## config.mk

```make
export PLATFORM = sky130hd
export DESIGN_NAME = mcd_move_ctrl
export DESIGN_NICKNAME = d
export VERILOG_FILES = /design/src/rtl/mcd_move_ctrl.sv
export SDC_FILE = /design/constraint.sdc
export NUM_CORES = 1
export LEC_CHECK = 0
export BUFFER_PORTS_ARGS = -buffer_cell sky130_fd_sc_hd__clkbuf_2
export CAP_MARGIN = 15
export CELL_PAD_IN_SITES_DETAIL_PLACEMENT = 0
export CELL_PAD_IN_SITES_GLOBAL_PLACEMENT = 1
export CORE_ASPECT_RATIO = 2
export CORE_MARGIN = 5
export CORE_UTILIZATION = 41
export CTS_BUF_LIST = sky130_fd_sc_hd__clkbuf_4 sky130_fd_sc_hd__clkbuf_8
export CTS_CLUSTER_DIAMETER = 100
export DETAILED_ROUTE_END_ITERATION = 10
export PLACE_DENSITY = 0.84
export REMOVE_ABC_BUFFERS = 1
export SYNTH_ARGS = -nofsm -noshare
export SYNTH_HDL_FRONTEND = slang
export SYNTH_SLANG_ARGS = --single-unit
```

## constraint.sdc

```tcl
create_clock -name clk -period 3 [get_ports clk]
set_clock_uncertainty 0.2 [all_clocks]
set_input_delay 0.3 -clock clk [delete_from_list [all_inputs] [get_ports clk]]
set_output_delay 0.3 -clock clk [all_outputs]
set_load 0.01 [all_outputs]
```

## src/rtl/mcd_move_ctrl.sv

```systemverilog
// ---------------------------------------------------------------------------
// mcd_move_ctrl -- step/direction move controller
//
// Issues a train of one-cycle step pulses (en) with a programmable interval,
// tracks a signed step position and reports completion or abort.
//
// Ports
//   clk       in   single rising-edge clock
//   rst       in   asynchronous active-high reset
//   start     in   request a move (only looked at in IDLE)
//   dir_cmd   in   direction of the requested move (0 fwd, 1 rev)
//   steps     in   CNT_W  number of steps to issue
//   period    in   CNT_W  cycles between step pulses (0 behaves as 1)
//   abort     in   stop the running move
//   dir       out  registered direction for the step driver
//   en        out  one-cycle step pulse
//   busy      out  move in progress
//   done      out  one-cycle pulse at end of a move
//   aborted   out  qualifies done; held until the next move is accepted
//   position  out  POS_W signed step position (wraps)
//
// Build option
//   MCD_RAMP_EN  when defined, the first four steps and the last four steps
//                use twice the interval (saturating); the rest use period.
// ---------------------------------------------------------------------------
module mcd_move_ctrl #(
    parameter int POS_W = 16,
    parameter int CNT_W = 16
) (
    input  logic             clk,
    input  logic             rst,
    input  logic             start,
    input  logic             dir_cmd,
    input  logic [CNT_W-1:0] steps,
    input  logic [CNT_W-1:0] period,
    input  logic             abort,
    output logic             dir,
    output logic             en,
    output logic             busy,
    output logic             done,
    output logic             aborted,
    output logic [POS_W-1:0] position
);

    localparam logic [CNT_W-1:0] CNT_ONE = {{(CNT_W-1){1'b0}}, 1'b1};
    localparam logic [POS_W-1:0] POS_ONE = {{(POS_W-1){1'b0}}, 1'b1};

    typedef enum logic [1:0] {
        IDLE   = 2'd0,
        RUN    = 2'd1,
        FINISH = 2'd2
    } state_t;

    state_t           r_state;
    state_t           w_state_next;

    logic [CNT_W-1:0] r_period;     // effective period of the running move
    logic [CNT_W-1:0] r_cnt;        // interval down-counter
    logic [CNT_W-1:0] r_rem;        // steps still to issue
    logic             r_dir;
    logic             r_aborted;
    logic [POS_W-1:0] r_position;

    logic             w_accept;     // start taken in IDLE
    logic             w_accept_move;// start taken with a non-zero step count
    logic             w_en;
    logic             w_abort_hit;
    logic [CNT_W-1:0] w_eff_period;
    logic [CNT_W-1:0] w_first;      // interval loaded on accept
    logic [CNT_W-1:0] w_reload;     // interval loaded after each step

    assign w_eff_period = (period == '0) ? CNT_ONE : period;

`ifdef MCD_RAMP_EN
    localparam logic [CNT_W-1:0] CNT_FOUR = {{(CNT_W-3){1'b0}}, 3'b100};

    logic [CNT_W-1:0] r_step_idx;   // index of the step currently being timed

    // Slow interval at both ends of the move; doubling saturates at all-ones.
    function automatic logic [CNT_W-1:0] f_interval(
        input logic [CNT_W-1:0] p,
        input logic [CNT_W-1:0] idx,
        input logic [CNT_W-1:0] rem
    );
        logic [CNT_W:0] dbl;
        dbl = {p, 1'b0};
        if (idx < CNT_FOUR || rem <= CNT_FOUR) begin
            f_interval = dbl[CNT_W] ? '1 : dbl[CNT_W-1:0];
        end else begin
            f_interval = p;
        end
    endfunction

    assign w_first  = f_interval(w_eff_period, '0, steps);
    assign w_reload = f_interval(r_period, r_step_idx + CNT_ONE, r_rem - CNT_ONE);

    always_ff @(posedge clk or posedge rst) begin
        if (rst) begin
            r_step_idx <= '0;
        end else if (w_accept_move) begin
            r_step_idx <= '0;
        end else if (w_en) begin
            r_step_idx <= r_step_idx + CNT_ONE;
        end
    end
`else
    assign w_first  = w_eff_period;
    assign w_reload = r_period;
`endif

    // Next-state and pulse decode. en depends on abort combinationally so
    // that an abort in the cycle a step is due suppresses that step.
    always_comb begin
        w_state_next = r_state;
        w_accept     = 1'b0;
        w_en         = 1'b0;
        w_abort_hit  = 1'b0;
        case (r_state)
            IDLE: begin
                if (start) begin
                    w_accept     = 1'b1;
                    w_state_next = (steps == '0) ? FINISH : RUN;
                end
            end
            RUN: begin
                if (abort) begin
                    w_abort_hit  = 1'b1;
                    w_state_next = FINISH;
                end else if (r_cnt == CNT_ONE) begin
                    w_en = 1'b1;
                    if (r_rem == CNT_ONE) begin
                        w_state_next = FINISH;
                    end
                end
            end
            FINISH: begin
                w_state_next = IDLE;
            end
            default: begin
                w_state_next = IDLE;
            end
        endcase
    end

    assign w_accept_move = w_accept && (steps != '0);

    always_ff @(posedge clk or posedge rst) begin
        if (rst) begin
            r_state    <= IDLE;
            r_period   <= '0;
            r_cnt      <= '0;
            r_rem      <= '0;
            r_dir      <= 1'b0;
            r_aborted  <= 1'b0;
            r_position <= '0;
        end else begin
            r_state <= w_state_next;

            if (w_accept) begin
                r_aborted <= 1'b0;
            end else if (w_abort_hit) begin
                r_aborted <= 1'b1;
            end

            if (w_accept_move) begin
                r_dir    <= dir_cmd;
                r_period <= w_eff_period;
                r_rem    <= steps;
                r_cnt    <= w_first;
            end else if (w_en) begin
                r_rem <= r_rem - CNT_ONE;
                r_cnt <= w_reload;
            end else if (r_state == RUN && !w_abort_hit) begin
                r_cnt <= r_cnt - CNT_ONE;
            end

            if (w_en) begin
                r_position <= r_dir ? (r_position - POS_ONE) : (r_position + POS_ONE);
            end
        end
    end

    assign dir      = r_dir;
    assign en       = w_en;
    assign busy     = (r_state == RUN);
    assign done     = (r_state == FINISH);
    assign aborted  = r_aborted;
    assign position = r_position;

endmodule

```

==> results.py, run 1 <==
metrics = {
    "status": {
        "status": "complete, no violations",
    },
    "power_and_ir_drop": {
        "power_leakage_uw": 0.00233,
        "finalPower_uw": 4090,
        "vdd_drop_max_uv": 366,
        "p_per_area_nw_per_um2": 794,
    },
    "drt": {
        "avgRoutedWirePerCell_um": 17.0,
        "drt_wl_total_mm": 12.0,
        "viasPerCell": 5.65,
        "firstDrtPassIters": 5,
        "drc": 0,
        "vias": 4009,
        "drt_iter0_drc": 190,
        "ant_nets": 0,
    },
    "worst_setup_path": {
        "slowest_stage": "or4_1",
        "worstSetupEndpointType": "flip-flop",
        "cp.arrival_ns": 2.88,
        "startpoint_type": "flip-flop",
        "crit_type": "reg -> reg",
        "path_cells": "ha_1 -> or4_1 -> o211ai_1 -> nor2_1 -> a221o_1 -> a21boi_0 -> or4b_1",
        "required_ns": 3.04,
        "cp_max_fo": 6,
        "cpPeakStageDelay_ns": 0.53,
        "worst-path-buf-inv": 0,
        "cp_top_family": "simple AND/OR/NAND/NOR gates",
    },
    "timing": {
        "hold_viol": 0,
        "fin_crit_ns": 2.84,
        "tns_ns": 0,
        "clock.fmax_mhz": 352,
        "grt_setup_unrepaired": "no",
        "worst_slack_ns": 0.162,
        "maxSlewHeadroom": 0.513,
        "fin_crit_sh": 0.946,
        "slew_violations": 0,
        "worstMarginPinSlew_ns": 0.731,
        "setup_viol_count_final": 0,
        "holdWs_ns": 0.00461,
    },
    "clock_tree": {
        "cts_buffers": 9,
        "clockBufferDepth": 2,
        "cts.sinks": 68,
        "h-tree-depth": 3,
        "cts.clk_slew.worst_paths_ns": 0.08,
        "post_cts_buffers": 0,
        "clk_latency_ns": 0.36,
        "cts_tree": "built",
        "root_buffer": "clkbuf_8",
    },
    "placement": {
        "port_buffers": 57,
        "gp_congestion": 0.810,
        "pre_cts_slack_ns": 0.140,
        "hpwlAfterDp_mm": 9.02,
    },
    "cells_and_area": {
        "drive_gt1_frac": 0.183,
        "antenna_cells": 0,
        "n_fill_cell": 1017,
        "layout.nets": 625,
        "finish.utilization": 0.514,
        "syn2layout_area_growth_pct": 23.3,
    },
    "die": {
        "fp.dieW_um": 81.4,
        "row_count": 52,
        "coreArea_sq_um": 10000,
        "fp.dieArea_sq_um": 12400,
        "io_pins": 58,
        "initial_core_util": 0.417,
        "die_h_um": 153,
    },
    "synthesis": {
        "ys.flop_type": "dfrtp_1",
        "syn_area_sq_um": 4180,
        "synth_edf_count": 0,
        "ys_ff_latch": 68,
        "syn_inst": 486,
        "synth_cell_types": 61,
        "ys_seq_area_frac": 0.408,
        "async_flop_share": 1.00,
        "ys_warn_count": 0,
        "post_synth.cell_area_avg_sq_um": 8.59,
    },
    "job": {
        "maxCapViolCount": 0,
    },
    "grt": {
        "overflow": 0,
        "antenna_found_initial": 0,
        "grt_pass1_vias": 4252,
        "grt_max_degree": 69,
        "track_usage": 0.209,
        "grt_pass1_wl_mm": 20.3,
    },
    "hold_path": {
        "min_path_type": "in -> reg",
    },
}
==> path summary, 6_finish.rpt <==
check                                   startpoint                  endpoint  slack, ns  cells past startpoint
max                                dir$_DFFE_PP0P_  position[15]$_DFFE_PP0P_       0.16                      7
min                                     period[10]  r_period[10]$_DFFE_PP0P_      0.005                      3
max reg2reg                        dir$_DFFE_PP0P_  position[15]$_DFFE_PP0P_       0.16                      7
min reg2reg                r_period[5]$_DFFE_PP0P_   r_period[5]$_DFFE_PP0P_       0.27                      2
max in group asynchronous                      rst      r_rem[9]$_DFFE_PP0P_       1.93                      4
min in group asynchronous                      rst   position[4]$_DFFE_PP0P_       0.32                      4
==> where the power goes <==
part / switching [uW] / leakage, uW / internal [uW] / total (uW)
Combinational: 884 / 0.00135 / 663 / 1550
Sequential: 334 / 0.000854 / 1250 / 1580
Clock: 381 / 0.000122 / 575 / 956
Total: 1600 / 0.00233 / 2490 / 4090
==> flip-flops by register name (all words and copies together), names as in the netlist <==
| name | flops |
|---|---|
| position | 16 |
| r_cnt | 16 |
| r_period | 16 |
| r_rem | 16 |
| r_state | 2 |
| aborted | 1 |
| dir | 1 |
==> worst min-delay path: cells and delay by family <==
| family | cells | cell delay, ns |
|---|---|---|
| buf+inv | 1 | 0.10 |
| simple gates | 2 | 0.13 |
==> through the flow <==
| stage | instances | cell area (sq um) |
|---|---|---|
| after detailed placement | 671 | 4640 |
| final | 709 | 5150 |
| after CTS | 708 | 5100 |
| after floorplan | 466 | 4070 |
| after global placement | 671 | 4640 |
| after global routing | 709 | 5150 |
==> cell usage in the layout, fill, tap and decap left out, drive strengths merged, types with 13 or more instances in the layout <==
master,n
nand2,97
dfrtp,68
clkbuf,67
o21ai,46
a21oi,32
nor2,28
dlygate4sd3,22
ha,18
nor3,16
nor4,14
inv,13
buf,13
==> Yosys cell counts, drive strengths merged, types with 4 or more instances <==
cell type	instances	area, sq um
and3	4	25.0
a211oi	7	52.6
o211ai	8	60.1
o311ai	7	61.3
o221ai	4	35.0
xor2	9	78.8
nor2	28	108
or4	5	41.3
nor3	16	91.3
o21a	5	37.5
a21o	5	37.5
ha	18	225
xnor2	8	70.1
buf	6	46.3
a21oi	32	160
nand2	97	364
a2bb2oi	5	43.8
clkbuf	14	62.6
nand3	8	40.0
nand4	5	31.3
nor4	14	103
o22ai	4	25.0
dfrtp	68	1700
inv	14	52.6
o21ai	46	230
or3	10	70.1
==> per-layer routing <==
metal	share of wire	GRT usage	vias up
met1	0.36	0.215	1947
met4	0.034	0.0935	0
met3	0.038	0.0355	30
met5	0	0	-
li1	-	-	1941
met2	0.57	0.390	91
==> kinds of logic (layout without fill, tap and decap cells) <==
logic type / after synthesis / count (layout) / synth area share
flops: 68 / 68 / 0.408
mux: 1 / 1 / 0.00240
compound gates: 144 / 144 / 0.220
buf+inv: 34 / 122 / 0.0387
simple gates: 203 / 203 / 0.237
fa+ha+maj: 19 / 19 / 0.0587
xor+xnor: 17 / 17 / 0.0357
==> layout make-up <==
cell class                 instances  area, sq um  share of cell area
multi-input combinational        384         2350               0.457
sequential                        68         1700               0.331
timing repair buffer              92          616               0.120
tap                              135          169              0.0328
clock buffer                      10          138              0.0267
clock inverter                     6          111              0.0216
inverter                          14         56.3              0.0109
==> what timing repair did <==
item	in CTS	in global routing
cloned	0	0
hold buffers	21	1
endpoints found under the setup margin	1	2
resized for setup	1	5
hold endpoints to repair	92	1
pin swaps	0	0
(Power assumes the default switching activity.)
==> run 2, diff against run 1 <==
CELL_PAD_IN_SITES_DETAIL_PLACEMENT = not set   (was 0)
CELL_PAD_IN_SITES_GLOBAL_PLACEMENT = not set   (was 1)
CORE_UTILIZATION = 47   (was 41)
PLACE_DENSITY = 0.75   (was 0.84)
==> run 2 against run 1 <==
Against the previous run:
- non-clock buffer count grew 6
- routed wire length decreased by 1.0%
- worst hold slack gained 0.0090 ns
- design area shrank 1.3%
- critical path type is now reg -> out
- register-to-register slack got worse by 0.04 ns
- worst setup slack got worse by 0.036 ns
- sequential share of layout area grew 0.43 points
- fmax fell by 1.3%
- sequential power barely moved
- global-route usage increased by 1.4 points
- combinational power barely moved
==> results.py, run 2 (synthesis results as in run 1) <==
metrics = {
    "cells_and_area": {
        "regArea_sq_um": 1700,
        "multi_input_area_sq_um": 2330,
        "n_fill_cell": 780,
        "final_cells": 679,
        "finish.utilization": 0.588,
        "finalInstanceArea_sq_um": 5080,
        "layout.nets": 632,
        "antenna_cells": 0,
        "drive_gt1_frac": 0.171,
        "syn2layout_area_growth_pct": 21.7,
        "layout_common_cells": "nand2_1, dfrtp_1, clkbuf_2",
        "mostFrequentLayoutCell": "nand2_1",
    },
    "status": {
        "status": "complete, no violations",
    },
    "drt": {
        "drt_iter0_drc": 307,
        "ant_nets": 0,
        "vias": 4121,
        "avgRoutedWirePerCell_um": 17.5,
        "viasPerCell": 6.07,
        "firstDrtPassIters": 4,
        "drt_wl_total_mm": 11.9,
        "drc": 0,
    },
    "grt": {
        "antenna_found_initial": 0,
        "grtUsageMet1": 0.239,
        "met3_usage": 0.0427,
        "use_met2": 0.405,
        "grt_pass1_wl_mm": 19.7,
        "overflow": 0,
        "track_usage": 0.223,
        "grt_pass1_vias": 4202,
        "grt.busiest_layer": "met2",
        "grt_max_degree": 49,
    },
    "power_and_ir_drop": {
        "swShare": 0.406,
        "p_seq_frac": 0.409,
        "vdd_drop_max_uv": 461,
        "clkPwrFrac": 0.198,
        "p_comb_frac": 0.393,
        "p_per_area_nw_per_um2": 770,
        "power_leakage_uw": 0.00234,
        "p_sw_uw": 1590,
        "p_int_uw": 2320,
    },
    "clock_tree": {
        "cts.sinks": 68,
        "cts_tree": "built",
        "clockBufferDepth": 2,
        "cts.clk_slew.worst_paths_ns": 0.07,
        "clk_latency_ns": 0.36,
        "h-tree-depth": 3,
        "cts_buffers": 9,
        "root_buffer": "clkbuf_8",
    },
    "hold_path": {
        "min_from": "period[1]",
        "min_path_type": "in -> reg",
        "whs_path_depth": 3,
        "whs_endpoint": "r_period[1]$_DFFE_PP0P_",
    },
    "worst_setup_path": {
        "reg2reg_depth": 7,
        "cp_max_fo": 11,
        "cpPeakStageDelay_ns": 0.53,
        "slowest_stage": "nor4_1",
        "crit_type": "reg -> out",
        "startpoint_type": "flip-flop",
        "path_cells": "nor4_1 -> and4_1 -> nand2_1 -> inv_1 -> clkbuf_2",
        "reg2reg_to": "position[15]$_DFFE_PP0P_",
        "cp_top_family": "simple AND/OR/NAND/NOR gates",
        "required_ns": 2.50,
        "worstReg2RegStart": "dir$_DFFE_PP0P_",
        "cp.arrival_ns": 2.37,
        "rrSetupSlack_ns": 0.13,
        "worstSetupEndpointType": "primary output",
        "worst-path-buf-inv": 2,
    },
    "timing": {
        "fin_crit_sh": 0.958,
        "worstMarginPinSlew_ns": 1.12,
        "hold_viol": 0,
        "clock.fmax_mhz": 348,
        "fin_crit_ns": 2.87,
        "setup_viol_count_final": 0,
        "grt_setup_unrepaired": "no",
        "slew_violations": 0,
        "worst_slack_ns": 0.126,
        "maxSlewHeadroom": 0.253,
    },
    "placement": {
        "dp.cells": 635,
        "hpwlAfterDp_mm": 8.59,
        "port_buffers": 57,
        "pre_cts_slack_ns": 0.145,
        "place_area_sq_um": 4590,
        "gp_congestion": 0.913,
    },
    "die": {
        "row_count": 48,
        "fp.dieW_um": 76.6,
        "initial_core_util": 0.483,
        "coreArea_sq_um": 8650,
        "die_h_um": 143,
        "io_pins": 58,
        "fp.dieArea_sq_um": 11000,
    },
    "job": {
        "maxCapViolCount": 0,
    },
}
[run 2: worst max path at each step]
stage	from	end	cells after the start
CTS	dir$_DFFE_PP0P_	position[15]$_DFFE_PP0P_	7
finish	r_cnt[6]$_DFFE_PP0P_	en	5
global route	r_cnt[6]$_DFFE_PP0P_	en	5
detailed placement	dir$_DFFE_PP0P_	position[15]$_DFFE_PP0P_	7
global placement	dir$_DFFE_PP0P_	position[15]$_DFFE_PP0P_	7
floorplan	r_state[1]$_DFFE_PP0P_	r_rem[5]$_DFFE_PP0P_	7
[run 2: worst min-delay path: cells and delay by family]
family	cells	cell delay, ns
AND/OR/NAND/NOR	2	0.15
buffers and inverters	1	0.09
[run 2: what timing repair did]
action                                 CTS  global route
hold buffers                            29             0
gates resized for setup                  0             2
setup endpoints to repair                0             2
buffers inserted                         0             0
endpoints found under the hold margin   67             0
[run 2: final cells by class]
cell class	instances	area share
timing repair buffer	98	0.133
tap	100	0.0246
sequential	68	0.335
clock inverter	2	0.00689
clock buffer	12	0.0313
inverter	14	0.0103
multi-input combinational	385	0.458
[run 2: power by group through the flow]
stage / clock (uW) / combinational, uW / sequential, uW
floorplan: 0 / 1050 / 1520
global placement: 0 / 1440 / 1570
detailed placement: 0 / 1480 / 1590
CTS: 791 / 1520 / 1580
global route: 829 / 1740 / 1630
finish: 775 / 1540 / 1600
[run 2: metal layers]
layer  wire length [um]  share of wire  vias to the layer above
li1                   -              -                     1964
met1               4480           0.38                     1988
met2               6400           0.54                      128
met3                510          0.043                       41
met4                513          0.043                        0
met5                  0              0                        -
[run 2: stage by stage]
step	total power (uW)	setup TNS [ns]	hold slack (ns)
2_1_floorplan	2570	-1.65	0.205
3_3_place_gp	3010	0	0.246
3_5_place_dp	3080	0	0.253
4_1_cts	3890	0	0.00183
5_1_grt	4200	0	0.0200
6_report	3910	0	0.0136
==> run 3, diff against run 2 <==
CORE_UTILIZATION = 40   (was 47)
CTS_BUF_LIST = not set   (was sky130_fd_sc_hd__clkbuf_4 sky130_fd_sc_hd__clkbuf_8)
PLACE_DENSITY = 0.66   (was 0.75)
==> run 3 against run 2 <==
Against the previous run:
- core utilization is 8.9 points lower
- via count is 2.6% lower
- power is 4.2% higher
- clock power is 27% higher
- register-to-register slack worse by 0.02 ns
- worst hold slack worse by 0.0040 ns
- count of clock-buffer cells in the layout stayed put
- non-clock buffer count is 15 lower
- combinational power hardly changed
- first-iteration DRC count is 23% lower
- worst setup slack worse by 0.015 ns
- design area is 0.47% lower
==> results.py, run 3 (synthesis results as in run 1) <==
metrics = {
    "grt": {
        "met3_usage": 0.0314,
        "grtUsageMet1": 0.216,
        "overflow": 0,
        "track_usage": 0.201,
        "grt_pass1_wl_mm": 19.8,
        "antenna_found_initial": 0,
        "use_met2": 0.356,
        "grt.busiest_layer": "met2",
        "grt_max_degree": 36,
        "grt_pass1_vias": 4096,
    },
    "die": {
        "io_pins": 58,
        "coreArea_sq_um": 10100,
        "fp.dieW_um": 82.2,
        "die_h_um": 154,
        "row_count": 52,
        "initial_core_util": 0.411,
        "fp.dieArea_sq_um": 12700,
    },
    "clock_tree": {
        "h-tree-depth": 3,
        "cts_tree": "built",
        "cts.sinks": 68,
        "cts_buffers": 9,
        "cts.clk_slew.worst_paths_ns": 0.06,
        "post_cts_buffers": 0,
        "root_buffer": "clkbuf_16",
        "clockBufferDepth": 2,
        "clk_latency_ns": 0.34,
    },
    "job": {
        "maxCapViolCount": 0,
    },
    "drt": {
        "drc": 0,
        "viasPerCell": 5.73,
        "avgRoutedWirePerCell_um": 17.1,
        "firstDrtPassIters": 5,
        "vias": 4012,
        "drt_iter0_drc": 237,
        "drt_wl_total_mm": 12.0,
        "ant_nets": 0,
    },
    "timing": {
        "maxSlewHeadroom": 0.519,
        "hold_viol": 0,
        "tns_ns": 0,
        "grt_setup_unrepaired": "no",
        "fin_crit_ns": 2.89,
        "fin_crit_sh": 0.963,
        "slew_violations": 0,
        "clock.fmax_mhz": 346,
        "holdWs_ns": 0.00967,
        "worstMarginPinSlew_ns": 0.721,
        "setup_viol_count_final": 0,
    },
    "hold_path": {
        "min_path_type": "in -> reg",
    },
    "placement": {
        "port_buffers": 57,
        "gp_congestion": 0.890,
        "place_area_sq_um": 4640,
        "hpwlAfterDp_mm": 8.94,
    },
    "worst_setup_path": {
        "worstReg2RegStart": "dir$_DFFE_PP0P_",
        "setup.worst_path.end": "position[15]$_DFFE_PP0P_",
        "worst-path-buf-inv": 0,
        "cp_top_family": "simple AND/OR/NAND/NOR gates",
        "startpoint_type": "flip-flop",
        "worstSetupEndpointType": "flip-flop",
        "reg2reg_depth": 7,
        "slowest_stage": "or4_1",
        "cp_max_fo": 8,
        "cp_num_cells": 7,
        "crit_path_start": "dir$_DFFE_PP0P_",
        "cpPeakStageDelay_ns": 0.54,
        "rrSetupSlack_ns": 0.11,
        "reg2reg_to": "position[15]$_DFFE_PP0P_",
        "path_cells": "ha_1 -> or4_1 -> o211ai_1 -> nor2_1 -> a221o_1 -> a21boi_0 -> or4b_1",
        "cp.arrival_ns": 2.89,
        "crit_type": "reg -> reg",
        "required_ns": 3.01,
    },
    "cells_and_area": {
        "drive_gt1_frac": 0.181,
        "finish.utilization": 0.498,
        "mostFrequentLayoutCell": "nand2_1",
        "layout_common_cells": "nand2_1, dfrtp_1, clkbuf_2",
        "syn2layout_area_growth_pct": 21.1,
        "n_fill_cell": 1025,
        "antenna_cells": 0,
        "layout.nets": 616,
        "finalInstanceArea_sq_um": 5060,
    },
    "power_and_ir_drop": {
        "p_per_area_nw_per_um2": 806,
        "power_leakage_uw": 0.00231,
        "vdd_drop_max_uv": 465,
    },
    "status": {
        "status": "complete, no violations",
    },
}
-- run 3: cell types whose count changed in the layout (fill, tap and decap cells not counted), moves of 2 or more --
cell / before / now
a21oi_1: 32 / 30
a21oi_2: 0 / 2
clkbuf_1: 0 / 2
clkbuf_16: 0 / 9
clkbuf_8: 11 / 1
clkinvlp_4: 0 / 2
dlygate4sd3_1: 29 / 13
-- run 3: worst min-delay path by stage --
stage          depth (start not counted)  startpoint                  endpoint  slack, ns
6_report                               3   period[8]   r_period[8]$_DFFE_PP0P_       0.01
4_1_cts                                3  period[15]  r_period[15]$_DFFE_PP0P_     0.0006
3_3_place_gp                           2         rst   position[0]$_DFFE_PP0P_       0.17
3_5_place_dp                           2         rst   position[2]$_DFFE_PP0P_       0.19
5_1_grt                                3  period[12]  r_period[12]$_DFFE_PP0P_      0.008
2_1_floorplan                          2     dir_cmd           dir$_DFFE_PP0P_       0.21
-- run 3: metrics by stage --
stage,total power [uW],worst slack [ns],instances
3_5_place_dp,3080,0.0851,671
6_report,4080,0.111,700
3_3_place_gp,3020,0.185,671
2_1_floorplan,2570,-0.272,466
4_1_cts,4100,0.0470,700
5_1_grt,4390,0.0115,700
-- run 3: what timing repair did --
item | 4_1_cts | 5_1_grt
hold endpoints to repair | 36 | 0
endpoints found under the setup margin | 0 | 4
resized for setup | 0 | 5
hold buffers | 13 | 0
-- run 3: layout make-up --
type	instances	area, sq um	share of cell area
multi-input combinational	384	2340	0.462
sequential	68	1700	0.337
timing repair buffer	83	526	0.104
clock buffer	12	246	0.0487
tap	135	169	0.0334
inverter	14	52.6	0.0104
clock inverter	4	25.0	0.00495
-- run 3: where the power goes --
group	internal (uW)	switching, uW
registers	1250	332
logic	632	878
clock network	579	403
-- run 3: tightest hold or removal path: cells and delay by family --
| family | cells | cell delay (ns) |
|---|---|---|
| simple gates | 2 | 0.11 |
| buf+inv | 1 | 0.09 |
-- run 3: metal layers --
metal | up-vias | share of wire
li1 | 1928 | -
met1 | 1930 | 0.36
met2 | 118 | 0.55
met3 | 36 | 0.038
met4 | 0 | 0.048
met5 | - | 0
